==> config.mk <==
export PLATFORM = sky130hd
export DESIGN_NAME = mem_fu_nb
export DESIGN_NICKNAME = d
export VERILOG_FILES = /design/src/rtl/mem_fu_nb.sv
export SDC_FILE = /design/constraint.sdc
export NUM_CORES = 1
export LEC_CHECK = 0
export ABC_AREA = 1
export BUFFER_PORTS_ARGS = -buffer_cell sky130_fd_sc_hd__buf_4
export CORE_UTILIZATION = 55
export CTS_BUF_LIST = sky130_fd_sc_hd__clkbuf_16
export DETAILED_ROUTE_END_ITERATION = 7
export PLACE_DENSITY = 0.79
export SYNTH_ARGS = -nofsm -noshare
export SYNTH_HDL_FRONTEND = slang
export SYNTH_SLANG_ARGS = --single-unit
export TNS_END_PERCENT = 30
==> constraint.sdc <==
create_clock -name clock -period 30.4 [get_ports clock]
set_input_delay 6.08 -clock clock [delete_from_list [all_inputs] [get_ports clock]]
set_output_delay 6.08 -clock clock [all_outputs]
set_load 0.05 [all_outputs]
==> src/rtl/mem_fu_nb.sv <==
//============================================================================
// Module      : mem_fu_nb
// Description : Non-blocking memory functional unit. Computes effective
//               addresses, forwards stores to the store queue, tracks up to
//               PEND_DEPTH outstanding loads that retry the dcache until they
//               hit, extracts/extends load data and holds results until the
//               CDB grants them.
// Revision    : 1.0 - initial release
//============================================================================
`timescale 1ns/1ps
`default_nettype none

module mem_fu_nb #(
    parameter int PEND_DEPTH = 4,
    parameter int XLEN       = 32,
    parameter int TAG_W      = 6,
    parameter int SQ_IDX_W   = 3
) (
    input  logic                              clock,
    input  logic                              reset,
    input  logic                              flush,
    input  logic                              valid,
    input  logic [3:0]                        func,
    input  logic [XLEN-1:0]                   rs1,
    input  logic [XLEN-1:0]                   rs2,
    input  logic [XLEN-1:0]                   imm,
    input  logic [SQ_IDX_W-1:0]               store_queue_idx,
    input  logic [TAG_W-1:0]                  dest_tag,
    output logic                              ready,
    output logic                              dcache_req,
    output logic [XLEN-1:0]                   dcache_addr,
    input  logic                              dcache_hit,
    input  logic [63:0]                       dcache_data,
    output logic                              sq_valid,
    output logic [XLEN-1:0]                   sq_addr,
    output logic [XLEN-1:0]                   sq_data,
    output logic [SQ_IDX_W-1:0]               sq_idx,
    output logic [1:0]                        sq_size,
    output logic                              cdb_request,
    input  logic                              cdb_grant,
    output logic [TAG_W-1:0]                  cdb_tag,
    output logic [XLEN-1:0]                   cdb_data,
    output logic [$clog2(PEND_DEPTH+1)-1:0]   pend_count
);

    localparam int c_IDX_W = $clog2(PEND_DEPTH);
    localparam int c_CNT_W = $clog2(PEND_DEPTH+1);

    localparam logic [3:0] c_FN_LB  = 4'd0;
    localparam logic [3:0] c_FN_LH  = 4'd1;
    localparam logic [3:0] c_FN_LW  = 4'd2;
    localparam logic [3:0] c_FN_LBU = 4'd4;
    localparam logic [3:0] c_FN_LHU = 4'd5;
    localparam logic [3:0] c_FN_SB  = 4'd8;
    localparam logic [3:0] c_FN_SH  = 4'd9;
    localparam logic [3:0] c_FN_SW  = 4'd10;

    // Tracking entries
    logic [PEND_DEPTH-1:0] r_valid;
    logic [PEND_DEPTH-1:0] r_done;
    logic [TAG_W-1:0]      r_tag  [PEND_DEPTH];
    logic [XLEN-1:0]       r_addr [PEND_DEPTH];
    logic [3:0]            r_func [PEND_DEPTH];
    logic [XLEN-1:0]       r_data [PEND_DEPTH];

    logic [XLEN-1:0]    w_addr;
    logic               w_is_load;
    logic               w_is_store;
    logic               w_new_load;
    logic [c_CNT_W-1:0] w_count;
    logic [c_IDX_W-1:0] w_free_idx;
    logic               w_retry_found;
    logic [c_IDX_W-1:0] w_retry_idx;
    logic               w_done_found;
    logic [c_IDX_W-1:0] w_done_idx;
    logic [XLEN-1:0]    w_look_addr;
    logic [3:0]         w_look_func;
    logic [XLEN-1:0]    w_look_data;
    logic               w_look_hit;

    // Pick the byte/half/word out of the 8-byte block and extend it.
    // Halfword access ignores addr[0]; there is no misalignment trap.
    function automatic logic [XLEN-1:0] f_extract(
        input logic [63:0] blk,
        input logic [2:0]  off,
        input logic [3:0]  fn
    );
        logic [7:0]      w_b;
        logic [15:0]     w_h;
        logic [31:0]     w_w;
        logic [XLEN-1:0] w_r;
        w_b = blk[{off, 3'b000} +: 8];
        w_h = blk[{off[2:1], 4'b0000} +: 16];
        w_w = blk[{off[2], 5'b00000} +: 32];
        case (fn)
            c_FN_LB:  w_r = XLEN'($signed(w_b));
            c_FN_LH:  w_r = XLEN'($signed(w_h));
            c_FN_LBU: w_r = XLEN'(w_b);
            c_FN_LHU: w_r = XLEN'(w_h);
            default:  w_r = XLEN'($signed(w_w));
        endcase
        return w_r;
    endfunction

    // Effective address, wraps modulo 2^XLEN
    assign w_addr = rs1 + imm;

    // Decode the issued operation; unlisted encodings do nothing
    always_comb begin
        w_is_load  = 1'b0;
        w_is_store = 1'b0;
        if (valid) begin
            case (func)
                c_FN_LB, c_FN_LH, c_FN_LW, c_FN_LBU, c_FN_LHU: w_is_load  = 1'b1;
                c_FN_SB, c_FN_SH, c_FN_SW:                     w_is_store = 1'b1;
                default: ;
            endcase
        end
    end

    // Occupancy count of the tracking entries
    always_comb begin
        w_count = '0;
        for (int i = 0; i < PEND_DEPTH; i++) begin
            w_count = w_count + c_CNT_W'(r_valid[i]);
        end
    end

    assign pend_count = w_count;
    assign ready      = (w_count < c_CNT_W'(PEND_DEPTH));
    assign w_new_load = w_is_load && ready;

    // Lowest-index searches: free slot, pending retry, completed result
    always_comb begin
        w_free_idx    = '0;
        w_retry_found = 1'b0;
        w_retry_idx   = '0;
        w_done_found  = 1'b0;
        w_done_idx    = '0;
        for (int i = PEND_DEPTH - 1; i >= 0; i--) begin
            if (!r_valid[i]) begin
                w_free_idx = c_IDX_W'(i);
            end
            if (r_valid[i] && !r_done[i]) begin
                w_retry_found = 1'b1;
                w_retry_idx   = c_IDX_W'(i);
            end
            if (r_valid[i] && r_done[i]) begin
                w_done_found = 1'b1;
                w_done_idx   = c_IDX_W'(i);
            end
        end
    end

    // Dcache port arbitration: a newly issued load beats any retry
    always_comb begin
        w_look_addr = '0;
        w_look_func = 4'd0;
        if (w_new_load) begin
            w_look_addr = w_addr;
            w_look_func = func;
        end else if (w_retry_found) begin
            w_look_addr = r_addr[w_retry_idx];
            w_look_func = r_func[w_retry_idx];
        end
        dcache_req  = w_new_load || w_retry_found;
        dcache_addr = dcache_req ? {w_look_addr[XLEN-1:3], 3'b000} : '0;
        w_look_hit  = dcache_req && dcache_hit;
        w_look_data = f_extract(dcache_data, w_look_addr[2:0], w_look_func);
    end

    // Store queue write is a pure same-cycle pass-through
    always_comb begin
        sq_valid = w_is_store;
        sq_addr  = w_is_store ? w_addr : '0;
        sq_data  = w_is_store ? rs2 : '0;
        sq_idx   = w_is_store ? store_queue_idx : '0;
        sq_size  = w_is_store ? func[1:0] : 2'b00;
    end

    // Present the lowest completed entry to the CDB
    always_comb begin
        cdb_request = w_done_found;
        cdb_tag     = w_done_found ? r_tag[w_done_idx]  : '0;
        cdb_data    = w_done_found ? r_data[w_done_idx] : '0;
    end

    // Entry state: flush wins over free, hit and allocate in the same cycle
    always_ff @(posedge clock or posedge reset) begin
        if (reset) begin
            r_valid <= '0;
            r_done  <= '0;
            for (int i = 0; i < PEND_DEPTH; i++) begin
                r_tag[i]  <= '0;
                r_addr[i] <= '0;
                r_func[i] <= 4'd0;
                r_data[i] <= '0;
            end
        end else if (flush) begin
            r_valid <= '0;
            r_done  <= '0;
        end else begin
            // The granted slot was occupied, so it never collides with the
            // free slot chosen for allocation this cycle.
            if (cdb_request && cdb_grant) begin
                r_valid[w_done_idx] <= 1'b0;
                r_done[w_done_idx]  <= 1'b0;
            end
            if (w_look_hit && !w_new_load) begin
                r_done[w_retry_idx] <= 1'b1;
                r_data[w_retry_idx] <= w_look_data;
            end
            if (w_new_load) begin
                r_valid[w_free_idx] <= 1'b1;
                r_done[w_free_idx]  <= dcache_hit;
                r_tag[w_free_idx]   <= dest_tag;
                r_addr[w_free_idx]  <= w_addr;
                r_func[w_free_idx]  <= func;
                r_data[w_free_idx]  <= w_look_data;
            end
        end
    end

endmodule

`default_nettype wire

Yosys cells after proc, flatten, opt, wreduce, memory -nomap -nowiden --
Index checks and enable logic that the tools add are counted.
Operators by class: add/subtract/negate cells 4, multipliers 0, divide/modulo/power cells 0, $lt $le $gt $ge 12, eq/ne operators 10, shifts and indexed selects 3, multiplexer cells 81, bitwise gates (word level) 9, reductions and logical operators 28
Operator list (number):
- 128-bit bitwise mux | 3
- 128-bit two-way mux | 3
- 32-bit two-way mux | 12
- 32-bit binary-select mux with 2-bit select | 2
- 32-bit demux with 2-bit select | 2
- 32-bit one-hot mux with 4 select lines | 1
- 64-bit by 7-bit variable part select with 16-bit output | 1
- 64-bit by 7-bit variable part select with 32-bit output | 1
- 64-bit by 7-bit variable part select with 8-bit output | 1
- 4-bit two-way mux | 15
- 32-bit adder | 1
- 2-bit two-way mux | 13
- 24-bit bitwise mux | 1
- 6-bit two-way mux | 4
- 1-bit logical AND | 17
- 16-bit bitwise mux | 1
- 4-bit by 3-bit equality test with 1-bit output (second input constant) | 4
- 1-bit two-way mux | 15
- 6-bit binary-select mux with 2-bit select | 1
- 6-bit demux with 2-bit select | 1
- 4-bit equality test (second input constant) | 3
- 3-bit >= comparator (second input constant) | 3
- 2-bit by 3-bit less-than comparator with 1-bit output (second input constant) | 3
- 2-bit NOT with 3-bit output | 3
- other kinds (23) | 36
Storage, ports and cells: register bits after elaboration 304, bits in latches 0, RAM bits 0, memory bits (read-only) 0, bits of input ports 179, output and inout port bits 146, word-level logic and storage cells 165, memories 0

Logic depth before layout (Yosys ltp) --
depth in word-level cells 19, gate-level depth with buffers 23, mapped depth without buffers 22

Least setup slack after synthesis --
No wires, ideal clock.
path kind input -> output, start point input rs1[0], end point output dcache_addr[16], data arrival time 8.846 ns, required time 24.320 ns, setup slack 15.474 ns, stages on the path 9, buffers on the path 0, path through ha_1 fa_1 nand2_1 o21ai_0 a21oi_1 o31ai_1 a21oi_1 xor2_1 o21ai_0
Between the ends: word-level cells in the longest chain between the ends 3
RTL lines:
- start, declared | line 24 | input logic [XLEN-1:0] rs1,
- 32-bit adder | line 106 | assign w_addr = rs1 + imm;
- 32-bit two-way mux | line 159 | if (w_new_load) begin
- 32-bit two-way mux | line 167 | dcache_addr = dcache_req ? {w_look_addr[XLEN-1:3], 3'b000} : '0;
- end, declared | line 31 | output logic [XLEN-1:0] dcache_addr,
No other way between the ends.

Final worst setup path --
Same ends and word-level chain as after synthesis.

==> results.toml <==
[outcome]
outcome = "finished, final reports clean"

[job]
drv_cap = 0

[power_and_ir_drop]
vdd_ir_drop_max_v = 0.0000360
p_sw_frac = 0.332
p_sw_mw = 0.400
power_frac_clock = 0.327
internal_power_mw = 0.804
p_leak_nw = 11.1
fin_total_pwr_mw = 1.20
power_density_nw_per_um2 = 56.5
power_frac_comb = 0.259
seq_power_share = 0.414

[sta]
setup_violations = 0
timing.fmax_mhz = 66.4
drv_slew = 0
worst_slack_ps = 15340
rsz0062_at_grt = "no"
period_minus_slack_ps = 15060
hold_viol_final = 0
setup_tns_ps = 0
fin_crit_sh = 0.495
fin_hold_ws_ps = 470
worst_pin_slew_ps = 1220
relSlewSlack = 0.186
finalClockSkew_ps = 25.2

[die]
die_h_um = 182
initial_utilization = 0.560
core_region_area_um2 = 31600
io_pins = 325
die-area_um2 = 32900
fp.dieW_um = 182
rows = 65

[place]
hpwl_um = 38700
placedInstanceArea_um2 = 20300
gp_congestion = 0.949
pre_cts_slack_ps = 15450
numPortBuffers = 321
numPlacedInstances = 3077

[clock_tree]
worstSkewPairLatency_ps = 520
htree_levels = 2
post-cts-setup-buffers = 0
path_clk_slew_ps = 60
cts_hold_buf = 0
cts.path.max_buffers = 3
cts_tree = "done"
cts_root_buffer = "clkbuf_16"
cts.sinks = 304
cts_repair_resize_count = 0
numCtsBuffers = 34

[critical_path]
path_class = "primary input to output pin"
cp_slowest_cell = "o31ai_1"
crit_path_cell_trace = "buf_4, ha_1, fa_1, nand2_1, o21ai_0, a21oi_1, o31ai_1, a21oi_1, xor2_1, o21ai_0, buf_4"
end_kind = "output pin"
critical_path_arrival_ps = 8980
crit_path_start_kind = "primary input"
cpPeakStageDelay_ps = 660
path_max_fanout = 6
required_ps = 24320

[synthesis]
synth_top_area_frac = 0.429
yosysSeqAreaShare = 0.429
syn_avg_cell_area_um2 = 7.21
yosysTopAreaCell = "dfrtp_1"
synthTopCellsByArea = "dfrtp_1, nand2_1, o21ai_0, nor2_1, inv_1"
synthCells = 2457
ys_seq_elements = 304
yosysWarnings = 0
synth_edf_count = 0
synth_cell_types = 52
synthFlopType = "dfrtp_1"
netlist_area_um2 = 17700
synthArstFlopShare = 1.00

[detailed_routing]
drc = 0
wl_per_cell_um = 18.3
drtIter0Drc = 1831
vias = 18000
wl_um = 57300
ant_nets = 0
viasPerCell = 5.75
drtPass1Iterations = 6

[global_route]
grt_max_degree = 154
grtUsageMet3 = 0.0606
busiest_layer = "met2"
antenna_found_initial = 0
overflow = 0
met2_usage = 0.579
gr-usage-met1 = 0.469
grt_pass1_vias = 17500
grt_pass1_wl_um = 91900
grt_util_all_layers = 0.350

[finish]
final_common_cell = "nand2_1"
drive_gt1_frac = 0.176
antenna_cells = 0
num-fill-cells = 2717
areaGrowthSynthToFinish_pct = 20.3
instances_no_fill = 3137
final_cell_mix = "nand2_1, buf_4, dfrtp_1"
nets = 2925
fin_area_um2 = 21300
fin_util = 0.674

[worst_hold_path]
hold_path_class = "flip-flop to flip-flop"
[cell families (layout without fill, tap and decap cells)]
| logic type | Yosys count | count (layout) | synth area share |
|---|---|---|---|
| other | 1 | 3 | 0.000212 |
| and+or+nand+nor | 1311 | 1311 | 0.309 |
| adders and majority gates | 35 | 35 | 0.0256 |
| AOI/OAI and AO/OA | 457 | 457 | 0.148 |
| DFF | 304 | 304 | 0.429 |
| buffers and inverters | 321 | 597 | 0.0744 |
| xor gates and xnor gates | 28 | 28 | 0.0138 |
[Yosys cell counts (2+ instances only)]
library cell	number
nand2_4	4
o21ai_2	6
a31oi_1	45
xnor2_1	13
o311ai_0	4
nor4_1	5
a22oi_1	3
nand3_1	126
fa_1	2
o21ai_0	250
nand2_1	920
o21ai_1	2
nor2_2	10
buf_8	2
nand4_1	4
ha_1	33
xor2_1	15
nand3_4	7
dfrtp_1	304
o211ai_1	32
nor2_4	2
o21a_1	2
or2_2	3
buf_2	20
o221ai_1	2
a32o_1	2
buf_6	4
clkinv_1	4
clkbuf_1	87
nor2_1	179
o31ai_1	3
nand3_2	22
buf_1	7
nor3_1	10
o21bai_1	35
a21oi_1	63
buf_4	9
nand3b_1	4
nand2_2	13
inv_1	175
inv_2	12
o22ai_1	2
[final cells by class]
| cell class | instances | area, um^2 | area share |
|---|---|---|---|
| Clock inverter | 25 | 171 | 0.00804 |
| Timing Repair Buffer | 345 | 2590 | 0.121 |
| Tap cell | 402 | 503 | 0.0236 |
| Inverter | 192 | 731 | 0.0343 |
| Multi-Input combinational cell | 1834 | 8850 | 0.415 |
| Clock buffer | 35 | 876 | 0.0411 |
| Sequential cell | 304 | 7610 | 0.357 |
[state kept, by name (all words and copies together), names as in the netlist]
name and count:
r_done 4, r_tag 24, r_addr 128, r_data 128
r_func 16, r_valid 4
[power by group through the flow]
stage                     combinational [mW]  sequential [mW]  clock [mW]
final                                  0.312            0.499       0.394
after detailed placement               0.308            0.504           0
after global placement                 0.301            0.501           0
after global routing                   0.345            0.505       0.412
after CTS                              0.310            0.498       0.396
after floorplan                        0.221            0.497           0
[worst max-delay path, delay by kind of cell]
kind / cells / cell delay [ps]
AND/OR/NAND/NOR: 1 / 90
AO/OA/AOI/OAI: 5 / 1620
adder cells (fa/ha/maj): 2 / 400
XOR/XNOR: 1 / 460
buffers and inverters: 2 / 310
[per-layer routing]
layer | vias to the layer above | wire length (um)
met5 | - | 0
met4 | 0 | 1400
met3 | 110 | 5460
met2 | 961 | 27500
met1 | 8560 | 23000
li1 | 8417 | -
[worst paths after layout]
check	startpoint	to	slack, ps	cells after the start
setup / recovery	rs1[0]	dcache_addr[16]	15340	11
hold / removal	r_tag[6]	r_tag[6]	470	2
setup reg to reg	r_valid[1]	r_data[31]	24680	21
hold reg to reg	r_tag[6]	r_tag[6]	470	2
max in group asynchronous	reset	r_data[96]	22920	3
min in group asynchronous	reset	r_addr[9]	5810	2
Power figures use the tool's default switching activity.
